`src/rtl/t05_pc_sequencer_pkg.sv`:
```
// t05_ctrl_pkg: shared types and constants for the t05 PC sequencer.
//   state_t        FSM state encoding, as plain localparam constants
//   OP_*           RV32 major opcodes (instr[6:0]) that the sequencer understands
//   instr_class_t  coarse instruction class produced by t05_opcode_classifier
package t05_ctrl_pkg;

    typedef logic [2:0] state_t;

    localparam state_t ST_IDLE   = 3'd0;
    localparam state_t ST_FETCH  = 3'd1;
    localparam state_t ST_DECODE = 3'd2;
    localparam state_t ST_MEM    = 3'd3;
    localparam state_t ST_WB     = 3'd4;
    localparam state_t ST_HALT   = 3'd5;
    localparam state_t ST_FAULT  = 3'd6;

    localparam logic [6:0] OP_LOAD   = 7'b0000011;
    localparam logic [6:0] OP_STORE  = 7'b0100011;
    localparam logic [6:0] OP_BRANCH = 7'b1100011;
    localparam logic [6:0] OP_JAL    = 7'b1101111;
    localparam logic [6:0] OP_JALR   = 7'b1100111;
    localparam logic [6:0] OP_SYSTEM = 7'b1110011;
    localparam logic [6:0] OP_OP     = 7'b0110011;
    localparam logic [6:0] OP_OPIMM  = 7'b0010011;
    localparam logic [6:0] OP_LUI    = 7'b0110111;
    localparam logic [6:0] OP_AUIPC  = 7'b0010111;

    typedef enum logic [2:0] {
        CLS_ALU,
        CLS_LOAD,
        CLS_STORE,
        CLS_BRANCH,
        CLS_JAL,
        CLS_JALR,
        CLS_SYSTEM,
        CLS_ILLEGAL
    } instr_class_t;

endpackage

```
`src/rtl/t05_pc_sequencer_if.sv`:
```
// t05_pc_sequencer_if: memory request/acknowledge handshake.
//   mem_req    request, held until mem_ack
//   mem_sel    0 = instruction fetch, 1 = data access
//   mem_we     data write (stores only)
//   mem_ack    memory completes the current request
//   mem_rdata  read data (instruction on fetch)
// master = sequencer side, slave = memory side.
interface t05_pc_sequencer_if;
    logic        mem_req;
    logic        mem_sel;
    logic        mem_we;
    logic        mem_ack;
    logic [31:0] mem_rdata;

    modport master (output mem_req, mem_sel, mem_we, input mem_ack, mem_rdata);
    modport slave  (input mem_req, mem_sel, mem_we, output mem_ack, mem_rdata);
endinterface

```
`src/rtl/t05_opcode_classifier.sv`:
```
// t05_opcode_classifier: combinational opcode -> instruction class decode.
//   opcode  in   7  instr[6:0]
//   cls     out  instr_class_t; CLS_ILLEGAL for any opcode not listed
module t05_opcode_classifier
    import t05_ctrl_pkg::*;
(
    input  logic [6:0]   opcode,
    output instr_class_t cls
);

    always_comb begin
        cls = CLS_ILLEGAL;
        case (opcode)
            OP_OP, OP_OPIMM, OP_LUI, OP_AUIPC: cls = CLS_ALU;
            OP_LOAD:                           cls = CLS_LOAD;
            OP_STORE:                          cls = CLS_STORE;
            OP_BRANCH:                         cls = CLS_BRANCH;
            OP_JAL:                            cls = CLS_JAL;
            OP_JALR:                           cls = CLS_JALR;
            OP_SYSTEM:                         cls = CLS_SYSTEM;
            default:                           cls = CLS_ILLEGAL;
        endcase
    end

endmodule

```
`src/rtl/t05_pc_sequencer.sv`:
```
// t05_pc_sequencer: multi-cycle control FSM for the t05 PC and memory port.
// Fetches an instruction, classifies it, runs the data access for loads/stores,
// then issues exactly one PC command in WB.
// Ports:
//   clk, clr       clock (rising) / async active-high reset
//   run            level; 0 stops at the next instruction boundary
//   branch_taken   ALU compare result, sampled in WB
//   mem            t05_pc_sequencer_if.master (req/sel/we/ack/rdata)
//   instr          latched instruction register
//   reg_we         register-file write strobe (WB)
//   pc_inc/pc_load/pc_branch/pc_disable   PC commands
//   halted, fault  sticky terminal flags, cleared only by clr
// Build option: define CTRL_TIMEOUT_EN to fault when FETCH/MEM waits
// TIMEOUT_CYCLES cycles without mem_ack.
module t05_pc_sequencer
    import t05_ctrl_pkg::*;
#(
    parameter int TIMEOUT_CYCLES = 16
) (
    input  logic                      clk,
    input  logic                      clr,
    input  logic                      run,
    input  logic                      branch_taken,
    t05_pc_sequencer_if.master        mem,
    output logic [31:0]               instr,
    output logic                      reg_we,
    output logic                      pc_inc,
    output logic                      pc_load,
    output logic                      pc_branch,
    output logic                      pc_disable,
    output logic                      halted,
    output logic                      fault
);

    state_t       state, state_nxt;
    instr_class_t cls;
    logic         waiting;
    logic         timeout;
    logic         in_wb;

    // instr stays stable from DECODE through WB, so one classifier serves both
    t05_opcode_classifier u_cls (
        .opcode (instr[6:0]),
        .cls    (cls)
    );

    assign waiting = (state == ST_FETCH) || (state == ST_MEM);

`ifdef CTRL_TIMEOUT_EN
    localparam int WAIT_W = $clog2(TIMEOUT_CYCLES + 1);
    logic [WAIT_W-1:0] wait_cnt;

    // Counts ack-less cycles; any non-waiting state (every path into FETCH/MEM
    // passes through one) returns it to zero.
    always_ff @(posedge clk or posedge clr) begin
        if (clr)                          wait_cnt <= '0;
        else if (waiting && !mem.mem_ack) wait_cnt <= wait_cnt + 1'b1;
        else                              wait_cnt <= '0;
    end

    // Fires in the last allowed cycle only if that cycle has no ack either.
    assign timeout = waiting && !mem.mem_ack &&
                     (wait_cnt == WAIT_W'(TIMEOUT_CYCLES - 1));
`else
    localparam int unused_timeout_cycles = TIMEOUT_CYCLES;
    assign timeout = 1'b0;
`endif

    always_comb begin
        state_nxt = state;
        case (state)
            ST_IDLE:   if (run) state_nxt = ST_FETCH;
            ST_FETCH: begin
                if (mem.mem_ack)  state_nxt = ST_DECODE;
                else if (timeout) state_nxt = ST_FAULT;
            end
            ST_DECODE: begin
                case (cls)
                    CLS_LOAD, CLS_STORE: state_nxt = ST_MEM;
                    CLS_SYSTEM:          state_nxt = ST_HALT;
                    CLS_ILLEGAL:         state_nxt = ST_FAULT;
                    default:             state_nxt = ST_WB;
                endcase
            end
            ST_MEM: begin
                if (mem.mem_ack)  state_nxt = ST_WB;
                else if (timeout) state_nxt = ST_FAULT;
            end
            ST_WB:     state_nxt = run ? ST_FETCH : ST_IDLE;
            ST_HALT, ST_FAULT: state_nxt = state;
            default:   state_nxt = ST_FAULT;   // unused encoding
        endcase
    end

    always_ff @(posedge clk or posedge clr) begin
        if (clr) state <= ST_IDLE;
        else     state <= state_nxt;
    end

    always_ff @(posedge clk or posedge clr) begin
        if (clr)                                instr <= '0;
        else if (state == ST_FETCH && mem.mem_ack) instr <= mem.mem_rdata;
    end

    // Outputs decode straight from state, so clr drops mem_req without a clock.
    assign in_wb       = (state == ST_WB);
    assign mem.mem_req = waiting;
    assign mem.mem_sel = (state == ST_MEM);
    assign mem.mem_we  = (state == ST_MEM) && (cls == CLS_STORE);

    assign pc_disable  = !in_wb;
    assign pc_load     = in_wb && (cls == CLS_JALR);
    assign pc_branch   = in_wb && ((cls == CLS_JAL) || (cls == CLS_BRANCH && branch_taken));
    assign pc_inc      = in_wb && !pc_load && !pc_branch;
    assign reg_we      = in_wb && (cls != CLS_STORE) && (cls != CLS_BRANCH);

    // HALT/FAULT are terminal, which makes these flags sticky until clr.
    assign halted      = (state == ST_HALT);
    assign fault       = (state == ST_FAULT);

endmodule
```
`src/flat_wrapper.sv`:
```
// flat-port wrapper written by rule: the top's interface ports become plain ports
module t05_pc_sequencer_flat import t05_ctrl_pkg::*;
#(
    parameter int TIMEOUT_CYCLES = 16
)
  (clk, clr, run, branch_taken, instr, reg_we, pc_inc, pc_load, pc_branch, pc_disable, halted, fault, mem_mem_req, mem_mem_sel, mem_mem_we, mem_mem_ack, mem_mem_rdata);
  t05_pc_sequencer_if mem_i ();
  input  logic clk;
  input  logic clr;
  input  logic run;
  input  logic branch_taken;
  output logic [31:0] instr;
  output logic reg_we;
  output logic pc_inc;
  output logic pc_load;
  output logic pc_branch;
  output logic pc_disable;
  output logic halted;
  output logic fault;
  output wire logic [$bits(mem_i.mem_req)-1:0] mem_mem_req;
  output wire logic [$bits(mem_i.mem_sel)-1:0] mem_mem_sel;
  output wire logic [$bits(mem_i.mem_we)-1:0] mem_mem_we;
  input wire logic [$bits(mem_i.mem_ack)-1:0] mem_mem_ack;
  input wire logic [$bits(mem_i.mem_rdata)-1:0] mem_mem_rdata;
  assign mem_mem_req = mem_i.mem_req;
  assign mem_mem_sel = mem_i.mem_sel;
  assign mem_mem_we = mem_i.mem_we;
  assign mem_i.mem_ack = mem_mem_ack;
  assign mem_i.mem_rdata = mem_mem_rdata;
  t05_pc_sequencer #(.TIMEOUT_CYCLES(TIMEOUT_CYCLES)) u_core (.clk(clk), .clr(clr), .run(run), .branch_taken(branch_taken), .mem(mem_i), .instr(instr), .reg_we(reg_we), .pc_inc(pc_inc), .pc_load(pc_load), .pc_branch(pc_branch), .pc_disable(pc_disable), .halted(halted), .fault(fault));
endmodule
```
`config.mk`:
```
export PLATFORM = sky130hd
export DESIGN_NAME = t05_pc_sequencer_flat
export DESIGN_NICKNAME = d
export VERILOG_FILES = /design/src/rtl/t05_pc_sequencer_pkg.sv /design/src/rtl/t05_pc_sequencer_if.sv /design/src/rtl/t05_opcode_classifier.sv /design/src/rtl/t05_pc_sequencer.sv /design/src/flat_wrapper.sv
export SDC_FILE = /design/constraint.sdc
export NUM_CORES = 1
export LEC_CHECK = 0
export BUFFER_PORTS_ARGS = -buffer_cell sky130_fd_sc_hd__buf_4
export CORE_UTILIZATION = 40
export DETAILED_ROUTE_END_ITERATION = 7
export GPL_ROUTABILITY_DRIVEN = 0
export GPL_TIMING_DRIVEN = 0
export PLACE_DENSITY_LB_ADDON = 0.1
export SYNTH_ARGS = -nofsm -noshare
export SYNTH_HDL_FRONTEND = slang
export SYNTH_HIERARCHICAL = 1
export SYNTH_SLANG_ARGS = --single-unit
```
`constraint.sdc`:
```
create_clock -name clk -period 2.2 [get_ports clk]
set_input_delay 0.44 -clock clk [delete_from_list [all_inputs] [get_ports clk]]
set_output_delay 0.44 -clock clk [all_outputs]
set_load 0.03 [all_outputs]
```
==> out/results.ini, run 1 <==
[clock_network]
clockBufferDepth = 2
cts_max_level = 2
cts_buffers = 5
cts_tree = done
cts_hold_buf = 0
clk_latency_ps = 280
clock_sinks = 35
clk_pin_slew_ps = 70
ctsRootBufferMaster = clkbuf_8

[synth]
synth_edf_count = 0
yosys-top-cells-area = dfrtp_1, mux2_2, buf_6
ys_warn_count = 6
yosysMostFrequentCell = dfrtp_1
synth_top_area_share = 0.5495
syn_inst = 123
yosys_most_used_dff = dfrtp_1
ys_ff_latch = 35
syn_nets = 160
async_reset_ff_frac = 1.000
avgSynthCellArea_um2 = 12.96
yosys.area.top_type = dfrtp_1
netlist_top_cells_count = dfrtp_1, mux2_2, nor2_1
synth_area_um2 = 1594
synth_cell_type_count = 35
ys_seq_area_frac = 0.5495

[worst_setup_path]
path_class = reg -> out
endpoint_kind = primary output
required_ps = 1760
worst-path-max-fanout = 4
cp.arrival_ps = 1790
worstSetupStartpointType = register

[timing]
finClkSkew_ps = 3.492
finalWorstSetupSlack_ps = -26.41
fin_crit_sh = 1.012
finalHoldViolations = 0
rsz0062_at_grt = yes
finalSetupViolCount = 2
fmax_mhz = 449.2
drv_slew = 0
tns_ps = -47.50
period_needed_ps = 2226
worstMarginPinSlew_ps = 714.1
slew_headroom = 0.5232
holdWs_ps = 282.9

[die]
core_um2 = 3744
die_area_um2 = 4241
start_util = 0.4258
die_x_um = 65.13
rows = 22
boundaryPins = 79
die_h_um = 65.13

[finish]
antenna_cells = 0
layout-drive-gt1-share = 0.6651
area_growth_pct = 54.71
fill_cells = 320
nets = 254

[global_routing]
grt_usage = 0.1801
grt_pass1_wl_um = 5616
grt_max_degree = 36
antenna_found_initial = 0
grt_overflow = 0
grt_pass1_vias = 1285

[routing]
via_per_inst = 4.831
avgRoutedWirePerCell_um = 13.30
routed_wl_um = 3539
drc = 0
ant_nets = 0
drt_first_iter_violations = 29
dr.pass1.iters = 4
dr_total_vias = 1285

[run]
maxCapViolCount = 0

[status]
status = complete, but fails checks
violations = negative setup slack

[placed_design]
port_buffers = 78
pre_cts_ws_ps = 24.12
dpl.hpwl_um = 2609

[power_and_ir_drop]
leakage_nw = 1.214
ir_worst_vdd_uv = 800.3
power_density_nw_per_um2 = 1343

[hold_path]
hp-class = in -> async

-- worst paths after layout --
path	depth (start not counted)	end	slack, ps	start
worst max-delay path	5	pc_inc	-30	u_core/instr[4]
min in group clk	2	u_core/instr[16]	370	mem_mem_rdata[16]
worst min register to register	1	u_core/instr[16]	500	u_core/instr[16]
max in group asynchronous	2	u_core/state[2]	1420	clr
worst max register to register	8	u_core/state[1]	340	u_core/instr[4]
worst min-delay path	2	u_core/instr[20]	280	clr
-- routing by layer --
layer | up-vias | track usage | wire length, um
met5 | - | 0 | 0
li1 | 620 | - | -
met4 | 0 | 0.07337 | 44
met1 | 614 | 0.1829 | 1345
met3 | 5 | 0.06250 | 223
met2 | 46 | 0.3333 | 1927
-- registers in the layout, indices dropped and copies added (netlist names) --
| name | count |
|---|---|
| u_core/instr | 32 |
| u_core/state | 3 |
-- critical path: stages (launching register included) --
cell and delay [ps]:
dfrtp_1 420, nand4b_1 240, a21o_1 260, nor2b_4 150
a311oi_2 240, buf_4 200
-- area by class of cell --
| cell class | instances | area, um2 | area share |
|---|---|---|---|
| sequential | 35 | 877.1 | 0.3557 |
| multi-input combinational | 78 | 685.7 | 0.2780 |
| timing repair buffer | 87 | 656.9 | 0.2664 |
| clock buffer | 6 | 82.58 | 0.03349 |
| tap | 48 | 60.06 | 0.02435 |
| buffer | 6 | 53.80 | 0.02182 |
| clock inverter | 2 | 35.03 | 0.01421 |
| inverter | 4 | 15.01 | 0.006088 |
-- what timing repair did --
item | in CTS | in global routing
setup buffers | 7 | 2
resized for setup | 11 | 3
endpoints found under the setup margin | 5 | 4
pin swaps | 3 | 1
-- cells in the final DEF, fill, tap and decap left out, types with 3 or more instances in the layout --
master    Yosys  final
buf_4         0     88
buf_6         3      4
clkbuf_8      0      6
dfrtp_1      35     34
inv_2         1      3
mux2_2       30     30
nand2_1       4      3
nand2b_1      3      3
nor2_1        7      5
o21ai_0       3      3
-- report_power, final --
group	switching [mW]	leakage, nW	internal, mW
logic	0.888	0.725	0.724
clock network	0.222	0.0612	0.366
registers	0.190	0.428	0.922
-- cells by family (layout without fill, tap and decap cells) --
group                     count (synthesis)  in the layout  synth area share
AOI/OAI and AO/OA                        16             16           0.07379
DFF                                      35             35            0.5495
xor gates and xnor gates                  1              1          0.005496
buffers and inverters                    10            105           0.03923
muxes                                    32             32            0.2261
and+or+nand+nor                          29             29            0.1060
-- through the flow --
stage	power [mW]	utilization	instances	instance area [um2]
after global placement	2.572	0.5999	249	2246
final	3.312	0.6588	266	2466
after floorplan	2.022	-	123	1600
after global routing	3.493	0.6588	266	2466
after CTS	3.317	0.6531	264	2445
after detailed placement	2.624	0.5999	249	2246
Note: power is estimated with default switching activity, not from simulation.
==> run 2, diff against run 1 <==
--- a/config.mk
+++ b/config.mk
@@ -5,9 +5,10 @@
 export SDC_FILE = /design/constraint.sdc
 export NUM_CORES = 1
 export LEC_CHECK = 0
-export BUFFER_PORTS_ARGS = -buffer_cell sky130_fd_sc_hd__buf_4
+export CORE_MARGIN = 1
 export CORE_UTILIZATION = 40
 export DETAILED_ROUTE_END_ITERATION = 7
+export DONT_BUFFER_PORTS = 1
 export GPL_ROUTABILITY_DRIVEN = 0
 export GPL_TIMING_DRIVEN = 0
 export PLACE_DENSITY_LB_ADDON = 0.1
==> run 2 against run 1 <==
Net effect: the run still ends with negative setup slack left; critical path depth shrank 1; total power decreased by 19%; hold slack lost 130 ps; core utilization shrank 16 points; clock power decreased by 14%; critical path type unchanged.
==> out/results.ini, run 2 (synthesis results as in run 1) <==
[timing]
worstMarginPinSlew_ps = 918.4  ; +204.2 ps
finalSetupViolCount = 5  ; +3
finalHoldViolations = 0  ; unchanged
finalWorstSetupSlack_ps = -237.2  ; -210.8 ps
finClkSkew_ps = 5.331  ; +1.839 ps
tns_ps = -881.2  ; -833.7 ps
fmax_mhz = 410.3  ; -8.6%
rsz0062_at_grt = yes
period_needed_ps = 2437  ; +210.8 ps
slew_headroom = 0.3830  ; -0.1402
fin_crit_sh = 1.108  ; +0.09581
drv_slew = 0  ; unchanged

[finish]
top_register = u_core/instr
nets = 172  ; -32%
largest_reg_flops = 32  ; unchanged
reg_top3 = u_core/instr: 32 flops, u_core/state: 3 flops
antenna_cells = 0  ; unchanged
layout-drive-gt1-share = 0.5221  ; -0.1431
final_cell_mix = mux2_2, dfrtp_1, clkbuf_8, dfrtp_2, nor2_1
final_area_um2 = 1877  ; -24%
area_growth_pct = 17.74
finalCoreUtilization = 0.5013  ; -0.1574
final_common_cell = mux2_2

[worst_setup_path]
worst-path-max-fanout = 7  ; +3
critPathTopFamily = compound AO/OA/AOI/OAI gates
path_class = reg -> out
endpoint_kind = primary output
worstSetupStartpointType = register
required_ps = 1760  ; about the same
cp.arrival_ps = 2000  ; +210 ps
critPathMaxStageDelay_ps = 500  ; +80 ps
worst-path-buf-inv = 0  ; -1
crit_chain = a21boi_1 > a2111o_1 > nor2b_4 > a311oi_4
crit_slowest_cell = dfrtp_2

[die]
rows = 22  ; unchanged
boundaryPins = 79  ; unchanged
die_h_um = 65.13  ; unchanged
start_util = 0.4258  ; unchanged
die_area_um2 = 4241  ; unchanged
die_x_um = 65.13  ; unchanged
core_um2 = 3744  ; unchanged

[clock_network]
ctsRootBufferMaster = clkbuf_8
clockBufferDepth = 2  ; unchanged
cts_max_level = 2  ; unchanged
clk_pin_slew_ps = 70  ; about the same
cts_hold_buf = 0  ; unchanged
cts_tree = done
cts_buffers = 5  ; unchanged
clock_sinks = 35  ; unchanged
clk_latency_ps = 280  ; about the same

[global_routing]
grtUsageMet3 = 0.06771  ; +0.005208
grt_pass1_wl_um = 4843  ; -14%
antenna_found_initial = 0  ; unchanged
grt_busiest_layer = met2
grt_overflow = 0  ; unchanged
grt_max_degree = 36  ; unchanged
grt_util_met2 = 0.2695  ; -0.06380
grt_pass1_vias = 1075  ; -16%
grt_use_met1 = 0.1600  ; -0.02281
grt_usage = 0.1542  ; -0.02592

[routing]
routed_wl_um = 3023  ; -15%
drc = 0  ; unchanged
drt_first_iter_violations = 25  ; -14%
dr_total_vias = 1002  ; -22%
dr.pass1.iters = 4  ; unchanged
avgRoutedWirePerCell_um = 16.43  ; +23%
via_per_inst = 5.446  ; +13%
ant_nets = 0  ; unchanged

[placed_design]
dpl-instance-area_um2 = 1660  ; -26%
pre_cts_ws_ps = -192.2  ; -216.3 ps
port_buffers = 0  ; -100%
dpl.hpwl_um = 2182  ; -16%

[power_and_ir_drop]
leakage_nw = 0.7944  ; -35%
power_density_nw_per_um2 = 1437  ; +7.0%
ir_worst_vdd_uv = 695.8  ; -13%

[run]
maxCapViolCount = 0  ; unchanged

[hold_path]
hp-class = in -> async

[status]
violations = negative setup slack
status = complete, but fails checks

## run 2: cell count changes in the layout (fill, tap and decap cells not counted), sizes merged
cell	previous run	this run
buf	92	9
bufinv	1	0
clkbuf	7	9
clkinv	1	0
clkinvlp	0	1
## run 2: path summary, 6_finish.rpt
path | end | cells after the start | from | slack (ps)
max | pc_inc | 4 | u_core/instr[6] | -240
max in group asynchronous | u_core/instr[2] | 1 | clr | 1560
min | u_core/instr[27] | 1 | clr | 150
max reg2reg | u_core/state[1] | 7 | u_core/instr[4] | 300
min reg2reg | u_core/state[0] | 1 | u_core/state[2] | 640
min in group clk | u_core/instr[16] | 1 | mem_mem_rdata[16] | 300
## run 2: worst reg2reg max path, cell delays in order, from the launching register on
cell	delay (ps)
dfrtp_2	500
nand4b_1	240
a21oi_1	180
o31ai_1	80
clkbuf_4	190
xnor2_1	210
nand2b_1	80
a221o_1	300
## run 2: timing repair
action | in CTS | in global routing
resized for setup | 22 | 3
pin swaps | 4 | 1
endpoints found under the setup margin | 5 | 5
setup buffers | 3 | 2
## run 2: layout make-up
| class | instances | area [um2] |
|---|---|---|
| Clock buffer | 7 | 96.34 |
| Inverter | 4 | 15.01 |
| Clock inverter | 1 | 7.507 |
| Sequential cell | 35 | 884.6 |
| Timing Repair Buffer | 5 | 41.29 |
| Buffer | 6 | 53.80 |
| Tap cell | 48 | 60.06 |
| Multi-Input combinational cell | 78 | 718.2 |
| Fill cell | 359 | 1867 |
## run 2: metal layers
layer | vias to the layer above | wire length, um
met2 | 46 | 1571
met5 | - | 0
met1 | 494 | 1189
met4 | 0 | 22
li1 | 460 | -
met3 | 2 | 240
## run 2: per-stage QoR
stage                     instances  hold slack, ps  total power, mW
after floorplan                 123           570.8            2.022
after global placement          171           578.6            2.110
after detailed placement        171           584.1            2.143
after CTS                       182           286.7            2.713
after global routing            184           207.1            2.837
final                           184           148.0            2.697
## run 2: report_power, final
| group | total, mW | switching [mW] | internal (mW) |
|---|---|---|---|
| logic | 0.465 | 0.174 | 0.292 |
| registers | 1.73 | 0.800 | 0.928 |
| clock network | 0.504 | 0.219 | 0.285 |
==> run 3, diff against run 2 <==
--- a/config.mk
+++ b/config.mk
@@ -12,6 +12,7 @@
 export GPL_ROUTABILITY_DRIVEN = 0
 export GPL_TIMING_DRIVEN = 0
 export PLACE_DENSITY_LB_ADDON = 0.1
+export REMOVE_ABC_BUFFERS = 1
 export SYNTH_ARGS = -nofsm -noshare
 export SYNTH_HDL_FRONTEND = slang
 export SYNTH_HIERARCHICAL = 1
==> run 3 against run 2 <==
Net effect: hold slack gained 8.9 ps; highest routed layer unchanged; fmax grew 0.65%; cell count shrank 2.7%; total power shrank 1.6%; the flow still finishes with violations (negative setup slack); die area is the same.
==> out/results.ini, run 3 (synthesis results as in run 1) <==
[status]
status = complete, but fails checks
violations = negative setup slack

[power_and_ir_drop]
p_sw_frac = 0.4580  ; +0.01554
p_switching_mw = 1.216  ; +1.9%
ir_worst_vdd_uv = 689.0  ; -0.99%
power.internal_mw = 1.439  ; -4.3%
leakage_nw = 0.7699  ; -3.1%
pwr-share-comb = 0.181  ; +0.008
p_clk_frac = 0.165  ; -0.022
power_frac_seq = 0.654  ; +0.013
power_density_nw_per_um2 = 1449  ; +0.85%

[routing]
dr.pass1.iters = 2  ; -2
ant_nets = 0  ; unchanged
routed_wl_um = 3359  ; +11%
drt_first_iter_violations = 58  ; +130%
via_per_inst = 5.536  ; +1.7%
avgRoutedWirePerCell_um = 18.77  ; +14%
drc = 0  ; unchanged
dr_total_vias = 991  ; -1.1%

[clock_network]
clock_sinks = 35  ; unchanged
clockBufferDepth = 2  ; unchanged
ctsRootBufferMaster = clkbuf_8
cts_hold_buf = 0  ; unchanged
cts_tree = done
cts_max_level = 2  ; unchanged
cts_buffers = 5  ; unchanged
clk_pin_slew_ps = 70  ; about the same
clk_latency_ps = 280  ; about the same

[global_routing]
grt_usage = 0.1751  ; +0.02083
antenna_found_initial = 0  ; unchanged
grt_overflow = 0  ; unchanged
grt_max_degree = 36  ; unchanged
grt_pass1_vias = 1105  ; +2.8%
grt_pass1_wl_um = 5292  ; +9.3%

[worst_setup_path]
crit_chain = a21boi_1 > a2111o_1 > nor2b_4 > nand3_2 > a21oi_4
cp.arrival_ps = 1980  ; -20 ps
crit_slowest_cell = dfrtp_2
critPathMaxStageDelay_ps = 510  ; about the same
path_class = reg -> out
worst-path-buf-inv = 0  ; unchanged
required_ps = 1760  ; about the same
worstSetupStartpointType = register
worst-path-max-fanout = 7  ; unchanged
endpoint_kind = primary output
critPathTopFamily = compound AO/OA/AOI/OAI gates

[finish]
antenna_cells = 0  ; unchanged
top_register = u_core/instr
seqCellArea_um2 = 885.9  ; +0.14%
area_growth_pct = 14.91
final_cell_mix = mux2_2, dfrtp_1, dfrtp_2
multi_input_area_um2 = 752.0  ; +4.7%
layout-drive-gt1-share = 0.5115  ; -0.01061
reg_top3 = u_core/instr: 32 flops, u_core/state: 3 flops
final_area_um2 = 1832  ; -2.4%
nets = 167  ; -2.9%
fill_cells = 363  ; +1.1%
largest_reg_flops = 32  ; unchanged
final_common_cell = mux2_2

[placed_design]
dpl-instance-area_um2 = 1607  ; -3.2%
dpl.hpwl_um = 2086  ; -4.4%
port_buffers = 0  ; unchanged

[die]
core_um2 = 3744  ; unchanged
boundaryPins = 79  ; unchanged
die_x_um = 65.13  ; unchanged
start_util = 0.4258  ; unchanged
die_area_um2 = 4241  ; unchanged
die_h_um = 65.13  ; unchanged
rows = 22  ; unchanged

[timing]
drv_slew = 0  ; unchanged
finalHoldViolations = 0  ; unchanged
fin_crit_sh = 1.101  ; -0.007142
finalWorstSetupSlack_ps = -221.5  ; +15.71 ps
fmax_mhz = 413.0  ; +0.65%
slew_headroom = 0.3984  ; +0.01531
holdWs_ps = 156.9  ; +8.894 ps
period_needed_ps = 2421  ; -15.71 ps
rsz0062_at_grt = yes
worstMarginPinSlew_ps = 899.5  ; -18.82 ps
finClkSkew_ps = 3.737  ; -1.594 ps
finalSetupViolCount = 5  ; unchanged

[run]
maxCapViolCount = 0  ; unchanged

[hold_path]
hp-class = in -> async

-- run 3: changes by cell type in the layout (fill, tap and decap cells not counted), sizes merged --
| cell | before | now |
|---|---|---|
| buf | 9 | 5 |
| clkbuf | 9 | 7 |
| clkinv | 0 | 1 |
| nor3 | 3 | 4 |
| clkinvlp | 1 | 0 |
-- run 3: layout make-up --
type | instances | share of cell area
Multi-Input combinational cell | 79 | 0.4105
Clock inverter | 1 | 0.002732
Timing Repair Buffer | 5 | 0.02049
Clock buffer | 7 | 0.04167
Sequential cell | 35 | 0.4836
Inverter | 4 | 0.008197
Tap cell | 48 | 0.03279
-- run 3: per-stage QoR --
stage | instances | power (mW) | utilization | TNS, ps | setup WS, ps
after floorplan | 117 | 2.018 | - | -770.6 | -370.1
after global placement | 165 | 2.111 | 0.4291 | -1880 | -580.4
after detailed placement | 165 | 2.150 | 0.4291 | -4238 | -634.6
after CTS | 179 | 2.684 | 0.4883 | -881.6 | -263.3
after global routing | 179 | 2.809 | 0.4893 | -996.3 | -290.1
final | 179 | 2.655 | 0.4893 | -617.2 | -221.5
-- run 3: path summary, 6_finish.rpt --
| check | startpoint | end | slack [ps] | depth (start not counted) |
|---|---|---|---|---|
| worst max-delay path | u_core/instr[6] | pc_branch | -220 | 5 |
| worst min-delay path | clr | u_core/instr[21] | 160 | 1 |
| max in group asynchronous | clr | u_core/state[2] | 1520 | 1 |
| worst min register to register | u_core/state[2] | u_core/state[0] | 640 | 1 |
| worst max register to register | u_core/instr[4] | u_core/state[1] | 130 | 7 |
| min in group clk | mem_mem_rdata[16] | u_core/instr[16] | 290 | 1 |
-- run 3: what timing repair did --
item	CTS	global route
gates cloned	1	0
setup endpoints to repair	40	6
endpoints found under the hold margin	0	0
setup buffers	5	0
gates resized for setup	25	3
pin swaps	5	2
-- run 3: metal layers --
layer,vias up,share of wire,global-route usage
met1,487,0.37,0.1868
met4,0,0.021,0.06793
met2,48,0.52,0.3034
met5,-,0,0
li1,447,-,-
met3,9,0.082,0.07639
-- run 3: power groups by stage --
| stage | Clock (mW) | Sequential, mW | Combinational (mW) |
|---|---|---|---|
| final | 0.438 | 1.74 | 0.480 |
| after global routing | 0.492 | 1.79 | 0.531 |
| after CTS | 0.455 | 1.75 | 0.483 |
| after detailed placement | 0 | 1.73 | 0.416 |
| after global placement | 0 | 1.73 | 0.386 |
| after floorplan | 0 | 1.66 | 0.358 |
